--- config.mk ---
export PLATFORM = sky130hd
export DESIGN_NAME = factorial_bcd_engine
export DESIGN_NICKNAME = d
export VERILOG_FILES = /design/src/rtl/factorial_bcd_engine_pkg.sv /design/src/rtl/bcd_seq_conv.sv /design/src/rtl/factorial_bcd_engine.sv
export SDC_FILE = /design/constraint.sdc
export NUM_CORES = 1
export LEC_CHECK = 0
export CORE_MARGIN = 4
export CORE_UTILIZATION = 40
export CTS_BUF_LIST = sky130_fd_sc_hd__clkbuf_2 sky130_fd_sc_hd__clkbuf_4 sky130_fd_sc_hd__clkbuf_8
export DETAILED_ROUTE_END_ITERATION = 10
export HOLD_SLACK_MARGIN = 0.08
export PLACE_DENSITY_LB_ADDON = 0.3
export SLEW_MARGIN = 15
export SYNTH_ARGS = -nofsm -noshare
export SYNTH_HDL_FRONTEND = slang
export SYNTH_HIERARCHICAL = 1
export SYNTH_SLANG_ARGS = --single-unit
--- constraint.sdc ---
create_clock -name i_clk -period 5.4 [get_ports i_clk]
set_input_delay 1.08 -clock i_clk [delete_from_list [all_inputs] [get_ports i_clk]]
set_output_delay 1.08 -clock i_clk [all_outputs]
set_load 0.02 [all_outputs]
--- src/rtl/factorial_bcd_engine_pkg.sv ---
// rtl/factorial_bcd_engine_pkg.sv - state encodings, digit sizing and BCD constants for factorial_bcd_engine
package factorial_pkg;

    localparam logic [2:0] S_IDLE = 3'd0;
    localparam logic [2:0] S_INIT = 3'd1;
    localparam logic [2:0] S_MULT = 3'd2;
    localparam logic [2:0] S_CONV = 3'd3;
    localparam logic [2:0] S_DONE = 3'd4;

    typedef enum logic [2:0] {
        ST_IDLE = S_IDLE,
        ST_INIT = S_INIT,
        ST_MULT = S_MULT,
        ST_CONV = S_CONV,
        ST_DONE = S_DONE
    } state_t;

    localparam logic [3:0] BCD_THRESH = 4'd5;
    localparam logic [3:0] BCD_ADD3   = 4'd3;

    // ceil(width * log10(2)) in fixed point, enough decimal digits for 2^width-1
    function automatic int min_digits(input int width);
        return (width * 30103 + 99999) / 100000;
    endfunction

endpackage

--- src/rtl/bcd_seq_conv.sv ---
// rtl/bcd_seq_conv.sv - sequential double-dabble binary to packed BCD converter, WIDTH shift cycles per load
module bcd_seq_conv
    import factorial_pkg::*;
#(
    parameter int WIDTH  = 16,
    parameter int DIGITS = 5
) (
    input  logic                  i_clk,
    input  logic                  i_rst_n,
    input  logic                  i_load,
    input  logic [WIDTH-1:0]      i_bin,
    output logic                  o_busy,
    output logic                  o_done,
    output logic [4*DIGITS-1:0]   o_bcd
);

    localparam int CW = $clog2(WIDTH + 1);

    logic [WIDTH-1:0]    r_bin;
    logic [4*DIGITS-1:0] r_bcd;
    logic [CW-1:0]       r_cnt;
    logic                r_busy;
    logic [4*DIGITS-1:0] w_adj;

    always_comb begin
        w_adj = r_bcd;
        for (int d = 0; d < DIGITS; d++) begin
            if (r_bcd[4*d +: 4] >= BCD_THRESH)
                w_adj[4*d +: 4] = r_bcd[4*d +: 4] + BCD_ADD3;
        end
    end

    always_ff @(posedge i_clk or negedge i_rst_n) begin
        if (!i_rst_n) begin
            r_bin  <= '0;
            r_bcd  <= '0;
            r_cnt  <= '0;
            r_busy <= 1'b0;
        end else if (i_load) begin
            r_bin  <= i_bin;
            r_bcd  <= '0;
            r_cnt  <= CW'(WIDTH);
            r_busy <= 1'b1;
        end else if (r_busy) begin
            r_bcd <= {w_adj[4*DIGITS-2:0], r_bin[WIDTH-1]};
            r_bin <= {r_bin[WIDTH-2:0], 1'b0};
            r_cnt <= r_cnt - CW'(1);
            if (r_cnt == CW'(1))
                r_busy <= 1'b0;
        end
    end

    assign o_busy = r_busy;
    assign o_done = r_busy && (r_cnt == CW'(1));
    assign o_bcd  = r_bcd;

endmodule

--- src/rtl/factorial_bcd_engine.sv ---
// rtl/factorial_bcd_engine.sv - iterative saturating n! unit with optional BCD readout
// FACTORIAL_BCD_CONV_EN: when defined, adds the CONV state and drives o_bcd_out from bcd_seq_conv.
module factorial_bcd_engine
    import factorial_pkg::*;
#(
    parameter int WIDTH   = 16,
    parameter int N_WIDTH = 8,
    parameter int DIGITS  = 5
) (
    input  logic                  i_clk,
    input  logic                  i_rst_n,
    input  logic                  i_go,
    input  logic [N_WIDTH-1:0]    i_n,
    output logic                  o_busy,
    output logic                  o_done,
    output logic                  o_overflow,
    output logic [WIDTH-1:0]      o_result,
    output logic [4*DIGITS-1:0]   o_bcd_out,
    output logic [2:0]            o_curr_state
);

    if (DIGITS < min_digits(WIDTH)) begin : g_digits_chk
        $error("factorial_bcd_engine: DIGITS too small for WIDTH");
    end

    state_t                     r_state, w_state_next;
    logic [N_WIDTH-1:0]         r_cnt, w_cnt_next;
    logic [WIDTH-1:0]           r_acc, w_acc_next;
    logic                       r_ovf, w_ovf_next;
    logic [WIDTH-1:0]           r_result;
    logic                       r_overflow;
    logic                       r_done;
    logic                       w_mult_exit;
    logic                       w_conv_load;
    logic [WIDTH+N_WIDTH-1:0]   w_prod;

    assign w_prod = {{N_WIDTH{1'b0}}, r_acc} * {{WIDTH{1'b0}}, r_cnt};

`ifdef FACTORIAL_BCD_CONV_EN
    logic                       w_conv_busy;
    logic                       w_conv_done;
    logic [4*DIGITS-1:0]        w_bcd;
    logic [4*DIGITS-1:0]        r_bcd_out;

    bcd_seq_conv #(
        .WIDTH  (WIDTH),
        .DIGITS (DIGITS)
    ) u_conv (
        .i_clk   (i_clk),
        .i_rst_n (i_rst_n),
        .i_load  (w_conv_load),
        .i_bin   (w_acc_next),
        .o_busy  (w_conv_busy),
        .o_done  (w_conv_done),
        .o_bcd   (w_bcd)
    );

    always_ff @(posedge i_clk or negedge i_rst_n) begin
        if (!i_rst_n)
            r_bcd_out <= '0;
        else if (r_state == ST_DONE)
            r_bcd_out <= w_bcd;
    end

    assign o_bcd_out = r_bcd_out;
`else
    assign o_bcd_out = '0;
`endif

    always_comb begin
        w_state_next = r_state;
        w_cnt_next   = r_cnt;
        w_acc_next   = r_acc;
        w_ovf_next   = r_ovf;
        w_mult_exit  = 1'b0;
        w_conv_load  = 1'b0;
        case (r_state)
            ST_IDLE: begin
                if (i_go) begin
                    w_cnt_next   = i_n;
                    w_state_next = ST_INIT;
                end
            end
            ST_INIT: begin
                w_acc_next   = WIDTH'(1);
                w_ovf_next   = 1'b0;
                w_state_next = ST_MULT;
            end
            ST_MULT: begin
                if (r_cnt <= N_WIDTH'(1)) begin
                    w_mult_exit = 1'b1;
                end else if (|w_prod[WIDTH+N_WIDTH-1:WIDTH]) begin
                    // saturate and stop multiplying once the product leaves WIDTH bits
                    w_acc_next  = '1;
                    w_ovf_next  = 1'b1;
                    w_mult_exit = 1'b1;
                end else begin
                    w_acc_next = w_prod[WIDTH-1:0];
                    w_cnt_next = r_cnt - N_WIDTH'(1);
                end
                if (w_mult_exit) begin
`ifdef FACTORIAL_BCD_CONV_EN
                    w_conv_load  = 1'b1;
                    w_state_next = ST_CONV;
`else
                    w_state_next = ST_DONE;
`endif
                end
            end
`ifdef FACTORIAL_BCD_CONV_EN
            ST_CONV: begin
                if (w_conv_done || !w_conv_busy)
                    w_state_next = ST_DONE;
            end
`endif
            ST_DONE: w_state_next = ST_IDLE;
            default: w_state_next = ST_IDLE;
        endcase
    end

    always_ff @(posedge i_clk or negedge i_rst_n) begin
        if (!i_rst_n) begin
            r_state    <= ST_IDLE;
            r_cnt      <= '0;
            r_acc      <= '0;
            r_ovf      <= 1'b0;
            r_result   <= '0;
            r_overflow <= 1'b0;
            r_done     <= 1'b0;
        end else begin
            r_state <= w_state_next;
            r_cnt   <= w_cnt_next;
            r_acc   <= w_acc_next;
            r_ovf   <= w_ovf_next;
            r_done  <= (r_state == ST_DONE);
            if (r_state == ST_DONE) begin
                r_result   <= r_acc;
                r_overflow <= r_ovf;
            end
        end
    end

    assign o_busy       = (r_state != ST_IDLE);
    assign o_done       = r_done;
    assign o_overflow   = r_overflow;
    assign o_result     = r_result;
    assign o_curr_state = r_state;

endmodule

## Yosys cells after proc, flatten, opt, wreduce, memory -nomap -nowiden

Index checks and enable logic that the tools add are counted.

| storage, ports and cells | value |
|---|---|
| output and inout bits | 42 |
| flip-flop bits (word level) | 46 |
| input port bits | 11 |

| cells by class | value |
|---|---|
| multiplexer cells | 16 |
| add/subtract/negate cells | 1 |
| eq/ne operators | 8 |
| multipliers | 1 |
| $lt $le $gt $ge | 1 |
| reductions and logical operators | 9 |

Operators with widths:

| cell | count |
|---|---|
| $mux W16 | 2 |
| $pmux W16 S2 | 1 |
| $mul A16 B8 Y24 | 1 |
| $mux W8 | 3 |
| $pmux W8 S2 | 1 |
| $ne A2 B2 Y1 const B | 5 |
| $pmux W3 S3 | 1 |
| $le A8 B1 Y1 const B | 1 |
| $reduce_or A8 Y1 | 1 |
| $sub A8 B1 Y8 const B | 1 |
| $mux W3 | 2 |
| $mux W1 | 5 |
| $reduce_and A2 Y1 | 2 |
| $reduce_and A4 Y1 | 1 |
| $reduce_bool A2 Y1 | 2 |
| $eq A3 B1 Y1 const B | 1 |
| $eq A3 B2 Y1 const B | 1 |
| $eq A3 B3 Y1 const B | 1 |
| $logic_not A3 Y1 | 1 |
| $reduce_and A3 Y1 | 1 |
| $reduce_bool A3 Y1 | 1 |
| $pmux W1 S2 | 1 |

## Logic depth before layout (Yosys ltp)

Gate-level depths: netlist (run 1).

| logic depth | value |
|---|---|
| depth in word-level cells | 7 |
| mapped depth | 24 |
| gate-level depth less buffers | 19 |

## Least setup slack after synthesis (run 1)

Ideal clock, no wire load.

| path | value |
|---|---|
| path type | flip-flop to flip-flop |
| from | register r_cnt[3] |
| to | register r_cnt[2] |
| arrival | 5,570 ps |
| clock period less this slack | 5,638 ps |
| library setup time | 69 ps |
| buffers on the path | 3 |
| cell stages (with the launch flop) | 22 |
| slack | -238 ps |
| required time | 5,331 ps |
| cell sequence | dfrtp_1 > clkbuf_1 > clkbuf_1 > nand2_1 > fa_1 > fa_1 > inv_1 > fa_1 > inv_1 > fa_1 > inv_1 > ha_1 > o211ai_1 > o21ai_2 > a221oi_4 > o41ai_1 > xor2_1 > or3_4 > a2111oi_4 > buf_6 > mux2_1 > nand3_1 |

| on the way | value |
|---|---|
| longest elaborated chain between the ends | 4 |
| elaborated cells on any way between the ends | 6 |
| those cells by class | 1 x mul; 1 x order compare; 2 x eq/ne; 2 x reduce/logical |

Ends and longest elaborated chain:

| item | line | source |
|---|---|---|
| from (decl) | factorial_bcd_engine.sv:27 | `logic [N_WIDTH-1:0] r_cnt, w_cnt_next;` |
| from (signal assigned) | factorial_bcd_engine.sv:132 | `r_cnt <= w_cnt_next;` |
| $mul A16 B8 Y24 | factorial_bcd_engine.sv:37 | `assign w_prod = {{N_WIDTH{1'b0}}, r_acc} * {{WIDTH{1'b0}}, r_cnt};` |
| $reduce_or A8 Y1 | factorial_bcd_engine.sv:92 | `end else if (\|w_prod[WIDTH+N_WIDTH-1:WIDTH]) begin` |
| $ne A2 B2 Y1 (no source line) | - |  |
| $reduce_and A4 Y1 (no source line) * | - |  |

Mark *: on every way between the ends. The rest lies on a longest branch, timed or not.
A chain may end at the register's enable or synchronous reset.

## Final worst setup path (run 1)

| path | value |
|---|---|
| from | register r_acc[3] |
| to | register r_cnt[3] |

| on the way | value |
|---|---|
| longest elaborated chain between the ends | 4 |

Ends and longest elaborated chain:

| item | line | source |
|---|---|---|
| from (decl) | factorial_bcd_engine.sv:28 | `logic [WIDTH-1:0] r_acc, w_acc_next;` |
| from (signal assigned) | factorial_bcd_engine.sv:133 | `r_acc <= w_acc_next;` |
| $mul A16 B8 Y24 | factorial_bcd_engine.sv:37 |  |
| $reduce_or A8 Y1 | factorial_bcd_engine.sv:92 |  |
| $ne A2 B2 Y1 (no source line) | - |  |
| $reduce_and A4 Y1 (no source line) | - |  |

Every way passes these cells.

==> impl_metrics.json, run 1 <==
{
  "syn-cell-area_sq_um": 6480,
  "cts-buffers-inserted": 5,
  "synth_cell_types": 58,
  "synthCells": 720,
  "cts_tree": "done",
  "synth.area.top_cells": "fa_1 (26%), dfrtp_1 (18%), and2_1 (9.8%), ha_1 (8.9%), inv_1 (5.7%)",
  "fin_worst_skew_ns": 0.00789,
  "dp_hpwl_mm": 13.3,
  "die_area_sq_um": 18300,
  "antenna_cells": 0,
  "preCtsSetupSlack_ns": -0.0958,
  "cp.required_ns": 5.59,
  "synth_top_cell_area_share": 0.259,
  "synth_edf_count": 0,
  "slew_headroom": 0.297,
  "start_util": 0.408,
  "setup_viol": 0,
  "fmax_ghz": 0.188,
  "grt_max_degree": 47,
  "grt_usage": 0.186,
  "worstPathCellList": "buf_6, and2_4, fa_1, fa_1, fa_1, inv_1, fa_1, inv_2, ha_4, a21oi_2, nand2_2, a221oi_4, o221ai_2, xor2_1, or3_4, a2111oi_4, buf_4, nor2_1, a311o_1",
  "hold_violations": 0,
  "grt_pass1_wl_mm": 27.8,
  "yosysWarnings": 6,
  "nets": 956,
  "final_cell_area_sq_um": 8050,
  "startpoint_type": "flip-flop",
  "ioPinCount": 53,
  "route.antenna.remaining_nets": 0,
  "fin_tns_setup_ns": 0,
  "die_w_um": 135,
  "io_buffers": 32,
  "cts_buffer_depth": 2,
  "end_kind": "flip-flop",
  "slowest_stage": "fa_1",
  "antenna_found_initial": 0,
  "finalNonFillerCells": 1032,
  "maxCapViolCount": 0,
  "cts-htree-levels": 2,
  "placed_cells": 1010,
  "die_h_um": 135,
  "drt-wirelength-per-cell_um": 16.3,
  "ys.flop_type": "dfrtp_1",
  "path_max_fanout": 5,
  "cpPeakStageDelay_ns": 0.56,
  "rows": 46,
  "drv_slew": 0,
  "grt_overflow": 0,
  "drive_above_1_share": 0.239,
  "setup_slack_ns": 0.0707,
  "holdBufCountCts": 0,
  "insertion_delay_ns": 0.30,
  "synth_seq_cells": 46,
  "grt_pass1_vias": 5634,
  "status": "finished clean",
  "min_path_type": "reg -> reg",
  "finalWeightedCongestion": 0.899,
  "vias": 5339,
  "yosysSeqAreaShare": 0.178,
  "finalWirelength_mm": 16.8,
  "synth_area_per_cell_sq_um": 9.01,
  "fin_crit_sh": 0.987,
  "drc": 0,
  "cts_sinks": 46,
  "post_dp_cell_area_sq_um": 7480,
  "firstDrtPassIters": 6,
  "fp.coreArea_sq_um": 15900,
  "critPathKind": "reg -> reg",
  "max_slew.worst_pin.slew_ns": 1.05,
  "grt_setup_unrepaired": "yes",
  "synth-async-reset-ratio": 1.00,
  "cts.clk_slew.worst_paths_ns": 0.10,
  "cts-root-buf": "clkbuf_8",
  "drtIter0Drc": 291,
  "cp.arrival_ns": 5.52,
  "min_period_ns": 5.33,
  "area_delta_synth_final_pct": 24.1,
  "viasPerCell": 5.17,
  "crit_top_cell": "fa_1",
  "yosys.area.top_type": "fa_1"
}
[critical path, delay by kind of cell, from the launching register on]
family	cells	cell delay, ns
buffers and inverters	4	0.44
flip-flops	1	0.44
adder cells (fa/ha/maj)	5	2.28
AND/OR/NAND/NOR	4	0.69
AO/OA/AOI/OAI	5	1.18
XOR/XNOR	1	0.17
[state kept, by name, indices dropped and copies added, names as in the netlist]
register      cells
o_done            1
r_cnt             8
r_acc            16
r_ovf             1
o_overflow        1
o_curr_state      3
o_result         16
[final cells by class]
class,instances,area [sq um]
multi-input combinational,535,5040
clock buffer,5,68.8
sequential,46,1160
inverter,99,372
timing repair buffer,128,1110
clock inverter,3,21.3
fill,1514,7840
tap,216,270
[stage by stage]
step	utilization	hold slack, ns
floorplan	-	0.450
global placement	0.471	0.491
detailed placement	0.471	0.495
CTS	0.481	0.517
global route	0.507	0.535
finish	0.507	0.515
[cells by family (layout without fill, tap and decap cells)]
logic type      count (synthesis)  count (layout)  share of synthesized area
mux                            18              18                     0.0313
compound gates                120             120                      0.125
simple gates                  230             230                      0.189
other cells                     1              20                   0.000578
buf+inv                       158             235                      0.106
fa+ha+maj                     130             130                      0.348
xor+xnor                       17              17                     0.0230
flops                          46              46                      0.178
[final timing paths]
kind	from	slack, ns	cells after the start	endpoint
worst min-delay path	o_result[4]	0.52	1	o_result[4]
min in group asynchronous	i_rst_n	0.95	1	r_acc[2]
worst min register to register	o_result[4]	0.52	1	o_result[4]
worst max register to register	r_acc[3]	0.07	19	r_cnt[3]
worst max-delay path	r_acc[3]	0.07	19	r_cnt[3]
max in group asynchronous	i_rst_n	3.71	1	r_acc[13]
[cell usage in the layout, fill, tap and decap left out, types with 6 or more instances in the layout]
cell,synthesis,routed
fa_1,84,79
ha_1,46,35
buf_6,2,7
o21ai_0,15,13
dfrtp_2,0,11
inv_1,98,95
xor2_1,10,10
a21oi_1,41,39
xnor2_1,7,7
clkdlybuf4s50_1,0,31
buf_4,21,85
nand4_1,8,8
a31oi_2,0,7
nor3_1,9,9
conb_1,1,20
and2_1,102,98
dfrtp_1,46,35
nand3_1,8,7
mux2_2,17,17
nor2_1,22,21
nand2_1,62,60
ha_4,0,10
o211ai_1,10,10
a31oi_1,16,6
[cells in the mapped netlist (15+ instances only)]
cell and instances:
nand2_1 62, inv_1 98, o21ai_0 15, dfrtp_1 46
a31oi_1 16, ha_1 46, and2_1 102, buf_4 21
fa_1 84, a21oi_1 41, clkbuf_1 32, mux2_2 17
nor2_1 22
[per-layer routing]
metal / share of wire / track usage
met5: 0 / 0
met2: 0.50 / 0.321
met4: 0.016 / 0.0470
met3: 0.043 / 0.0212
met1: 0.44 / 0.252
[repair_timing]
| item | 4_1_cts | 5_1_grt |
|---|---|---|
| buffers inserted | 3 | 11 |
| setup endpoints to repair | 26 | 26 |
| resized for setup | 15 | 62 |
| pin swaps | 3 | 31 |
| gates cloned | 0 | 0 |
Power of run 1 is not shown: default switching activity piles up to over one toggle a cycle in this logic, so the estimate is an artifact.
==> inputs of run 2 (changes only) <==
GPL_ROUTABILITY_DRIVEN = 1   (was default)
==> results of run 2 <==
Same layout as run 1: the final DEF is identical, and so are final timing and power.
Power of run 2 is left out for the same reason.
==> inputs of run 3 (changes only) <==
SKIP_CTS_REPAIR_TIMING = 1   (was default)
==> run 3 against run 2 <==
  * Global-route usage fell by 0.21 points
  * Setup slack improved by 0.026 ns
  * Final cell count grew 1.1%
  * Die area unchanged
  * Via count up 1.0%
==> impl_metrics.json, run 3 (synthesis results as in run 1) <==
{
  "route.antenna.remaining_nets": 0,
  "start_util": 0.408,
  "drive_above_1_share": 0.255,
  "path_max_fanout": 5,
  "die_h_um": 135,
  "final_util": 0.514,
  "r2r_slack_ns": 0.1,
  "critPathKind": "reg -> reg",
  "grt_setup_unrepaired": "yes",
  "r2r_end": "r_cnt[2]",
  "final_cell_mix": "inv_1 (94), and2_1 (93), buf_4 (90)",
  "fmax_ghz": 0.189,
  "io_buffers": 32,
  "r2r_start": "r_cnt[4]",
  "finalWirelength_mm": 17.2,
  "cts_sinks": 46,
  "min_period_ns": 5.30,
  "cts-root-buf": "clkbuf_8",
  "max_slew.worst_pin.slew_ns": 1.04,
  "fp.coreArea_sq_um": 15900,
  "drv_slew": 0,
  "viasPerCell": 5.17,
  "drc": 0,
  "end_kind": "flip-flop",
  "antenna_cells": 0,
  "hold_violations": 0,
  "vias": 5393,
  "slew_headroom": 0.303,
  "drt-wirelength-per-cell_um": 16.5,
  "fin_worst_skew_ns": 0.00738,
  "cpPeakStageDelay_ns": 0.52,
  "cts-htree-levels": 2,
  "area_delta_synth_final_pct": 25.9,
  "min-delay-start": "o_result[4]",
  "ioPinCount": 53,
  "cp.required_ns": 5.65,
  "cp.arrival_ns": 5.55,
  "cts-buffers-inserted": 5,
  "cts.clk_slew.worst_paths_ns": 0.09,
  "ff2ff_path_depth": 19,
  "status": "finished clean",
  "worstPathCellList": "buf_12, and2_4, fa_1, fa_1, fa_1, inv_1, fa_1, inv_2, ha_4, and2_4, and3_4, a221oi_4, o221ai_2, xor2_1, or3_4, a2111oi_4, buf_6, mux2_4, nand3_2",
  "drtIter0Drc": 366,
  "nets": 967,
  "grt_usage": 0.184,
  "dp_hpwl_mm": 13.3,
  "grt_overflow": 0,
  "critPathTopFamily": "adder cells",
  "cts_buffer_depth": 2,
  "setup_viol": 0,
  "finalWeightedCongestion": 0.899,
  "grt_pass1_wl_mm": 27.6,
  "min_path_type": "reg -> reg",
  "maxCapViolCount": 0,
  "rows": 46,
  "antenna_found_initial": 0,
  "startpoint_type": "flip-flop",
  "firstDrtPassIters": 5,
  "crit_top_cell": "fa_1",
  "slowest_stage": "fa_1",
  "insertion_delay_ns": 0.31,
  "grt_pass1_vias": 5572,
  "fin_crit_sh": 0.982,
  "final_common_cell": "inv_1",
  "die_area_sq_um": 18300,
  "min_path_cells": 1,
  "cp_num_buf_inv": 4,
  "die_w_um": 135,
  "hold_end": "o_result[4]",
  "cts_tree": "done",
  "grt_max_degree": 47
}
[run 3: changes by cell type in the layout (fill, tap and decap cells not counted), moves of 2 or more]
cell / change
nand2_1: -2
a31oi_1: +7
o21ai_1: +2
ha_4: +3
buf_6: +7
a31oi_2: -6
a21oi_1: -2
buf_4: +5
a21oi_2: +2
ha_1: -3
and2_1: -5
and2_4: +5
[run 3: worst register-to-register path: stages (launching register included)]
cell	delay (ns)
dfrtp_2	0.44
buf_12	0.14
and2_4	0.15
fa_1	0.47
fa_1	0.52
fa_1	0.51
inv_1	0.05
fa_1	0.49
inv_2	0.05
ha_4	0.25
and2_4	0.16
and3_4	0.18
a221oi_4	0.36
o221ai_2	0.16
xor2_1	0.18
or3_4	0.39
a2111oi_4	0.21
buf_6	0.18
mux2_4	0.31
nand3_2	0.06
[run 3: per-stage QoR]
| stage | setup slack, ns | TNS (ns) | instance area, sq um | hold WS (ns) | std cells |
|---|---|---|---|---|---|
| after global placement | -0.0485 | -0.439 | 7480 | 0.491 | 1010 |
| after CTS | -0.145 | -1.94 | 7570 | 0.517 | 1018 |
| final | 0.0967 | 0 | 8170 | 0.514 | 1043 |
| after floorplan | -0.0135 | -0.0135 | 6590 | 0.450 | 739 |
| after global routing | -0.0829 | -0.919 | 8170 | 0.535 | 1043 |
| after detailed placement | -0.0958 | -0.991 | 7480 | 0.495 | 1010 |
[run 3: worst max path at each step]
stage | cells past startpoint | end | slack, ns | start
after floorplan | 21 | r_cnt[2] | -0.01 | r_cnt[3]
after global placement | 20 | r_acc[15] | -0.05 | r_cnt[5]
after detailed placement | 20 | r_acc[8] | -0.1 | r_cnt[5]
after CTS | 20 | r_acc[8] | -0.15 | r_cnt[5]
after global routing | 22 | r_acc[8] | -0.08 | r_cnt[5]
final | 19 | r_cnt[2] | 0.1 | r_cnt[4]
[run 3: layout make-up]
cell class                 count  area [sq um]
timing repair buffer         139          1210
inverter                      99           372
multi-input combinational    535          5060
clock inverter                 3          21.3
clock buffer                   5          68.8
tap                          216           270
fill                        1511          7720
sequential                    46          1160
[run 3: routing by layer]
layer	vias up	share of wire	GRT usage
li1	2501	-	-
met3	23	0.046	0.0215
met4	0	0.015	0.0364
met2	152	0.51	0.321
met1	2717	0.43	0.250
met5	-	0	0
Power of run 3 is left out for the same reason.
